===== src/rtl/reg_list_sequencer_pkg.sv =====
// rtl/reg_list_sequencer_pkg.sv - shared types and constants for the register-list sequencer
package reg_list_sequencer_pkg;

  typedef enum logic [1:0] {
    OP_PUSH = 2'd0,
    OP_POP  = 2'd1,
    OP_STM  = 2'd2,
    OP_LDM  = 2'd3
  } list_op_t;

  typedef enum logic [1:0] {
    IDLE = 2'd0,
    XFER = 2'd1,
    WB   = 2'd2
  } seq_state_t;

  localparam logic [3:0]  SP_ADDR    = 4'd13;
  localparam logic [3:0]  LR_ADDR    = 4'd14;
  localparam logic [3:0]  PC_ADDR    = 4'd15;
  localparam int unsigned WORD_BYTES = 4;

endpackage


===== src/rtl/reg_list_sequencer_priority_encoder_16.sv =====
// rtl/reg_list_sequencer_priority_encoder_16.sv - lowest-set-bit encoder over a 16-bit register mask
module reg_list_sequencer_priority_encoder_16 (
  input  logic [15:0] bits_i,
  output logic [3:0]  idx_o,
  output logic        valid_o
);

  // Scan from the top down so the lowest set bit is the last one written
  always_comb begin
    idx_o   = 4'd0;
    valid_o = 1'b0;
    for (int i = 15; i >= 0; i--) begin
      if (bits_i[i]) begin
        idx_o   = 4'(i);
        valid_o = 1'b1;
      end
    end
  end

endmodule


===== src/rtl/reg_list_sequencer.sv =====
// rtl/reg_list_sequencer.sv - PUSH/POP/STM/LDM transfer sequencer; REG_SEQ_PERF_CNT_EN adds stall_cycles_o
module reg_list_sequencer
  import reg_list_sequencer_pkg::*;
#(
  parameter int WORD       = 32,
  parameter int ADDR_WIDTH = 4,
  parameter int LIST_WIDTH = 8
) (
  input  logic                  clk_i,
  input  logic                  reset_i,
  input  logic                  start_i,
  input  logic [1:0]            op_i,
  input  logic [LIST_WIDTH-1:0] reg_list_i,
  input  logic                  extra_reg_i,
  input  logic [ADDR_WIDTH-1:0] base_reg_i,
  input  logic                  hold_i,
  output logic                  stall_o,
  output logic                  xfer_valid_o,
  output logic [ADDR_WIDTH-1:0] reg_addr_o,
  output logic [WORD-1:0]       offset_o,
  output logic                  mem_write_en_o,
  output logic                  mem_read_en_o,
  output logic                  reg_write_en_o,
  output logic                  pc_load_o,
  output logic                  base_wb_o,
  output logic [ADDR_WIDTH-1:0] base_addr_o,
  output logic [WORD-1:0]       base_delta_o,
  output logic                  done_o
`ifdef REG_SEQ_PERF_CNT_EN
  ,
  output logic [WORD-1:0]       stall_cycles_o
`endif
);

  seq_state_t            state_q;
  list_op_t              op_q;
  logic [15:0]           list_q;
  logic [3:0]            count_q;
  logic [3:0]            index_q;
  logic [ADDR_WIDTH-1:0] base_q;
  logic                  base_in_list_q;

  logic                  stall_q;
  logic                  xfer_valid_q;
  logic [ADDR_WIDTH-1:0] reg_addr_q;
  logic [WORD-1:0]       offset_q;
  logic                  mem_wr_q;
  logic                  mem_rd_q;
  logic                  pc_load_q;
  logic                  base_wb_q;
  logic [ADDR_WIDTH-1:0] base_addr_q;
  logic [WORD-1:0]       base_delta_q;
  logic                  done_q;

  list_op_t              op_in;
  logic [15:0]           eff_list;
  logic [3:0]            eff_count;
  logic                  accept;
  logic [15:0]           pe_src;
  logic [3:0]            pe_idx;
  logic                  pe_valid;
  list_op_t              x_op;
  logic [3:0]            x_idx;
  logic [3:0]            x_cnt;
  logic                  load_xfer;

  assign op_in = list_op_t'(op_i);

  // PUSH may add LR and POP may add PC on top of the low-register list
  always_comb begin
    eff_list = 16'd0;
    eff_list[LIST_WIDTH-1:0] = reg_list_i;
    if (extra_reg_i && op_in == OP_PUSH) eff_list[LR_ADDR] = 1'b1;
    if (extra_reg_i && op_in == OP_POP)  eff_list[PC_ADDR] = 1'b1;
  end

  // Number of registers in the incoming list; at most 9, so 4 bits suffice
  always_comb begin
    eff_count = 4'd0;
    for (int i = 0; i < 16; i++) eff_count = eff_count + 4'(eff_list[i]);
  end

  // Accept gated by reset so the combinational stall cannot leak out during reset
  assign accept = reset_i && (state_q == IDLE) && start_i && !hold_i && (eff_list != 16'd0);

  // In IDLE the encoder looks at the incoming list to prepare the first transfer
  assign pe_src = (state_q == IDLE) ? eff_list : list_q;
  assign x_op   = (state_q == IDLE) ? op_in : op_q;
  assign x_idx  = (state_q == IDLE) ? 4'd0 : index_q;
  assign x_cnt  = (state_q == IDLE) ? eff_count : count_q;

  assign load_xfer = accept || ((state_q == XFER) && !hold_i && pe_valid);

  reg_list_sequencer_priority_encoder_16 u_penc (
    .bits_i  (pe_src),
    .idx_o   (pe_idx),
    .valid_o (pe_valid)
  );

  function automatic logic [WORD-1:0] xfer_offset(list_op_t op, logic [3:0] idx, logic [3:0] cnt);
    logic [WORD-1:0] up;
    logic [WORD-1:0] span;
    up   = WORD'(idx) * WORD'(WORD_BYTES);
    span = WORD'(cnt) * WORD'(WORD_BYTES);
    // PUSH pre-decrements SP, so its block sits below the base
    return (op == OP_PUSH) ? (up - span) : up;
  endfunction

  // Sequencer FSM; every output is registered here and only gated by hold afterwards
  always_ff @(posedge clk_i or negedge reset_i) begin
    if (!reset_i) begin
      state_q        <= IDLE;
      op_q           <= OP_PUSH;
      list_q         <= 16'd0;
      count_q        <= 4'd0;
      index_q        <= 4'd0;
      base_q         <= '0;
      base_in_list_q <= 1'b0;
      stall_q        <= 1'b0;
      xfer_valid_q   <= 1'b0;
      reg_addr_q     <= '0;
      offset_q       <= '0;
      mem_wr_q       <= 1'b0;
      mem_rd_q       <= 1'b0;
      pc_load_q      <= 1'b0;
      base_wb_q      <= 1'b0;
      base_addr_q    <= '0;
      base_delta_q   <= '0;
      done_q         <= 1'b0;
    end else begin
      case (state_q)
        IDLE: begin
          if (accept) begin
            op_q           <= op_in;
            count_q        <= eff_count;
            base_q         <= (op_in == OP_PUSH || op_in == OP_POP) ? ADDR_WIDTH'(SP_ADDR) : base_reg_i;
            base_in_list_q <= eff_list[base_reg_i];
          end
        end
        XFER: begin
          if (!hold_i && !pe_valid) begin
            state_q      <= WB;
            stall_q      <= 1'b0;
            xfer_valid_q <= 1'b0;
            reg_addr_q   <= '0;
            offset_q     <= '0;
            mem_wr_q     <= 1'b0;
            mem_rd_q     <= 1'b0;
            pc_load_q    <= 1'b0;
            // LDM that reloads its own base must not also write it back
            base_wb_q    <= !(op_q == OP_LDM && base_in_list_q);
            base_addr_q  <= base_q;
            base_delta_q <= (op_q == OP_PUSH) ? -(WORD'(count_q) * WORD'(WORD_BYTES))
                                              : (WORD'(count_q) * WORD'(WORD_BYTES));
            done_q       <= 1'b1;
          end
        end
        WB: begin
          if (!hold_i) begin
            state_q      <= IDLE;
            base_wb_q    <= 1'b0;
            base_addr_q  <= '0;
            base_delta_q <= '0;
            done_q       <= 1'b0;
            list_q       <= 16'd0;
            count_q      <= 4'd0;
            index_q      <= 4'd0;
          end
        end
        default: state_q <= IDLE;
      endcase

      if (load_xfer) begin
        state_q      <= XFER;
        stall_q      <= 1'b1;
        xfer_valid_q <= 1'b1;
        reg_addr_q   <= ADDR_WIDTH'(pe_idx);
        offset_q     <= xfer_offset(x_op, x_idx, x_cnt);
        mem_wr_q     <= (x_op == OP_PUSH) || (x_op == OP_STM);
        mem_rd_q     <= (x_op == OP_POP) || (x_op == OP_LDM);
        pc_load_q    <= (x_op == OP_POP) && (pe_idx == PC_ADDR);
        list_q       <= pe_src & ~(16'h0001 << pe_idx);
        index_q      <= x_idx + 4'd1;
      end
    end
  end

  // A held WB cycle keeps fetch stalled until the done pulse can actually fire
  assign stall_o        = stall_q || accept || ((state_q == WB) && hold_i);
  assign xfer_valid_o   = xfer_valid_q;
  assign reg_addr_o     = reg_addr_q;
  assign offset_o       = offset_q;
  assign mem_write_en_o = mem_wr_q && !hold_i;
  assign mem_read_en_o  = mem_rd_q && !hold_i;
  assign reg_write_en_o = mem_rd_q && !hold_i;
  assign pc_load_o      = pc_load_q && !hold_i;
  assign base_wb_o      = base_wb_q && !hold_i;
  assign base_addr_o    = base_addr_q;
  assign base_delta_o   = base_delta_q;
  assign done_o         = done_q && !hold_i;

`ifdef REG_SEQ_PERF_CNT_EN
  logic [WORD-1:0] stall_cycles_q;

  // Saturating count of every cycle in which fetch/decode is held
  always_ff @(posedge clk_i or negedge reset_i) begin
    if (!reset_i) begin
      stall_cycles_q <= '0;
    end else if (stall_o && !(&stall_cycles_q)) begin
      stall_cycles_q <= stall_cycles_q + 1'b1;
    end
  end

  assign stall_cycles_o = stall_cycles_q;
`else
  // Stall cycle counter not built
`endif

endmodule


===== config.mk =====
export PLATFORM = sky130hd
export DESIGN_NAME = reg_list_sequencer
export DESIGN_NICKNAME = d
export VERILOG_FILES = /design/src/rtl/reg_list_sequencer_pkg.sv /design/src/rtl/reg_list_sequencer_priority_encoder_16.sv /design/src/rtl/reg_list_sequencer.sv
export SDC_FILE = /design/constraint.sdc
export NUM_CORES = 1
export LEC_CHECK = 0
export CAP_MARGIN = 30
export CORE_MARGIN = 2
export CORE_UTILIZATION = 52
export CTS_BUF_LIST = sky130_fd_sc_hd__clkbuf_4
export DETAILED_ROUTE_END_ITERATION = 8
export GPL_ROUTABILITY_DRIVEN = 0
export PLACE_DENSITY = 0.9
export REMOVE_ABC_BUFFERS = 1
export SETUP_SLACK_MARGIN = 0.02
export SYNTH_ARGS = -nofsm -noshare
export SYNTH_HDL_FRONTEND = slang
export SYNTH_SLANG_ARGS = --single-unit

===== constraint.sdc =====
create_clock -name clk_i -period 3.9 [get_ports clk_i]
set_clock_uncertainty 0.15 [all_clocks]
set_input_delay 1.17 -clock clk_i [delete_from_list [all_inputs] [get_ports clk_i]]
set_output_delay 1.17 -clock clk_i [all_outputs]
set_load 0.1 [all_outputs]

==> results.json <==
{
  "grt_max_degree": 60,
  "r2r_cells": 7,
  "cts_max_path_buffers": 2,
  "final_cells": 645,
  "final_antenna_net_count": 0,
  "arrival_ns": 4.87,
  "r2r-start": "state_q[1]$_DFFE_PN0P_",
  "ff2ff_setup_slack_ns": 0.80,
  "grt.total_usage": 0.274,
  "grt-ovfl-total": 0,
  "path_max_fanout": 2,
  "ctsHoldBuffers": 0,
  "final_common_cell": "buf_4",
  "drt_iter0_drc": 396,
  "crit_path_cell_trace": "buf_6, nor2b_4, nand2_2, fa_1, fa_1, fa_1, inv_2, ha_4, fa_1, nand2_1, o21ai_2, inv_1, ha_1, a21o_1, a21oi_2, xor2_1, o21ai_1, a22o_1",
  "root_buffer": "clkbuf_4",
  "clk_transition_reported_paths_ns": 0.10,
  "synth.distinct_cells": 73,
  "layout_common_cells": "buf_4 (117), dfrtp_1 (59), nand2_1 (48)",
  "n_antenna_cell": 0,
  "cts.sinks": 59,
  "initial_utilization": 0.536,
  "pre_cts_ws_ns": -1.83,
  "avgViaCountPerCell": 6.10,
  "htree_levels": 3,
  "required_ns": 4.07,
  "final_util": 0.674,
  "syn-cell-area_mm2": 0.00414,
  "grt_pass1_vias": 3660,
  "fin_nets": 574,
  "cpMostUsedCell": "fa_1",
  "syn_inst": 456,
  "drive_gt1_frac": 0.361,
  "status": "complete, but fails checks",
  "final-max-slew-violation-count": 0,
  "hp-start": "done_q$_DFFE_PN0P_",
  "path_class": "input pin to flop",
  "fmax_mhz": 213,
  "holdPathStages": 2,
  "ys_seq_elements": 59,
  "finalSetupViolations": 4,
  "antenna_found_initial": 0,
  "wl_per_cell_um": 18.2,
  "post-dp-hpwl_mm": 8.50,
  "dp.cells": 625,
  "r2r_end": "list_q[6]$_DFFE_PN0P_",
  "hold_class": "flop to flop",
  "die-height_um": 93.3,
  "grt_pass1_wl_mm": 18.3,
  "core.rowCount": 32,
  "cp_slowest_stage_delay_ns": 0.51,
  "rsz0062_at_grt": "yes",
  "via_count": 3933,
  "ys.flop_type": "dfrtp_1",
  "async_reset_ff_frac": 1.00,
  "pin_count": 99,
  "critPathLaunchType": "input pin",
  "fin_ws_ns": -0.799,
  "maxCapViolations": 0,
  "timing.final.crit_share": 1.20,
  "tritoncts": "yes",
  "finalHoldViolations": 0,
  "cp-end-kind": "flop",
  "synth_edf_count": 0,
  "syn_to_final_growth_pct": 25.8,
  "tightest_slew_ns": 0.920,
  "path_buf_inv": 3,
  "ys_seq_area_frac": 0.356,
  "crit_family": "adder cells",
  "die-area_mm2": 0.00870,
  "yosysWarnings": 0,
  "maxSlewHeadroom": 0.387,
  "worstHoldEndpoint": "done_q$_DFFE_PN0P_",
  "clkLatencyLatePin_ns": 0.43,
  "die-width_um": 93.3,
  "routed_wl_mm": 11.7,
  "fin_crit_ns": 4.70,
  "cts_buffers": 9,
  "violations": "negative setup slack",
  "port_buffers": 94,
  "syn_area_per_cell_um2": 9.09,
  "cp_slowest_cell": "fa_1",
  "dr.pass1.iters": 5,
  "core_area_mm2": 0.00773,
  "route.detailed.drc": 0
}
## how the worst max path moves through the flow
stage / start / depth (start not counted) / endpoint
CTS: extra_reg_i / 18 / offset_o[5]$_DFFE_PN0P_
global route: extra_reg_i / 18 / offset_o[5]$_DFFE_PN0P_
floorplan: offset_o[30]$_DFFE_PN0P_ / 0 / offset_o[10]
detailed placement: extra_reg_i / 18 / offset_o[5]$_DFFE_PN0P_
global placement: extra_reg_i / 18 / offset_o[5]$_DFFE_PN0P_
finish: extra_reg_i / 18 / offset_o[5]$_DFFE_PN0P_
## stage by stage
| step | hold slack, ns | cell area, um^2 | TNS (ns) |
|---|---|---|---|
| after global routing | 0.366 | 5210 | -3.31 |
| after global placement | 0.303 | 4930 | -9.12 |
| final | 0.346 | 5210 | -2.87 |
| after detailed placement | 0.330 | 4930 | -10.23 |
| after floorplan | 0.289 | 3630 | -460.79 |
| after CTS | 0.354 | 5150 | -3.25 |
## routing by layer
metal / up-vias / GRT usage / routed length [um]
li1: 1731 / - / -
met1: 1824 / 0.321 / 4240
met2: 305 / 0.475 / 5670
met3: 73 / 0.0645 / 1280
met4: 0 / 0.123 / 543
met5: - / 0 / 0
## sequential cells by signal, summed over array words and instances, names as in the netlist
name,count
index_q,4
done_q,1
base_wb_q,1
base_delta_o,7
mem_rd_q,1
reg_addr_o,4
base_addr_o,4
offset_o,5
base_in_list_q,1
base_q,4
pc_load_q,1
op_q,2
mem_wr_q,1
state_q,2
list_q,16
count_q,4
xfer_valid_o,1
## Yosys cell counts (all sizes together) (6+ instances only)
cell type | count | area (um^2)
ha | 10 | 125
nand2b | 8 | 57.6
nor4 | 6 | 52.6
nor2 | 23 | 96.3
nor3 | 11 | 55.1
a21oi | 14 | 81.3
o21ai | 33 | 169
dfrtp | 59 | 1480
inv | 28 | 105
nand3 | 18 | 90.1
o31ai | 10 | 80.1
nand2 | 50 | 190
a21o | 6 | 52.6
nor2b | 10 | 62.6
buf | 66 | 494
mux2i | 8 | 83.8
clkbuf | 8 | 30.0
nand4 | 6 | 37.5
fa | 7 | 140
## area by class of cell
cell class / count / area [um^2]
fill: 553 / 2520
timing repair buffer: 142 / 1180
inverter: 28 / 105
multi-input combinational: 298 / 2160
sequential: 59 / 1480
clock buffer: 10 / 75.1
tap: 102 / 128
clock inverter: 6 / 80.1
## worst reg2reg max path, cell delays in order (launching register included)
cell,delay [ns]
dfrtp_1,0.62
or2_1,0.78
mux2i_2,0.39
nor2_2,0.17
a21o_4,0.30
buf_4,0.17
a32o_1,0.24
a31o_1,0.18
## logic make-up (layout without fill, tap and decap cells)
group                      count (synthesis)  in the layout  share of synthesized area
muxes                                     10             10                     0.0311
other                                      1              4                   0.000905
AOI/OAI and AO/OA                        112            112                      0.197
adders and majority gates                 17             17                     0.0640
and+or+nand+nor                          150            150                      0.188
buffers and inverters                    102            186                      0.152
DFF                                       59             59                      0.356
xor gates and xnor gates                   5              5                     0.0106
## timing repair
item                                    in CTS  in global routing
buffers inserted                             3                  1
pin swaps                                   21                 13
endpoints found under the setup margin       8                  7
gates resized for setup                     52                 13
cloned                                       0                  0
Power is left out: the tool's default activity adds up to more than one toggle a clock period on the data nets, which glitch-free logic cannot reach.
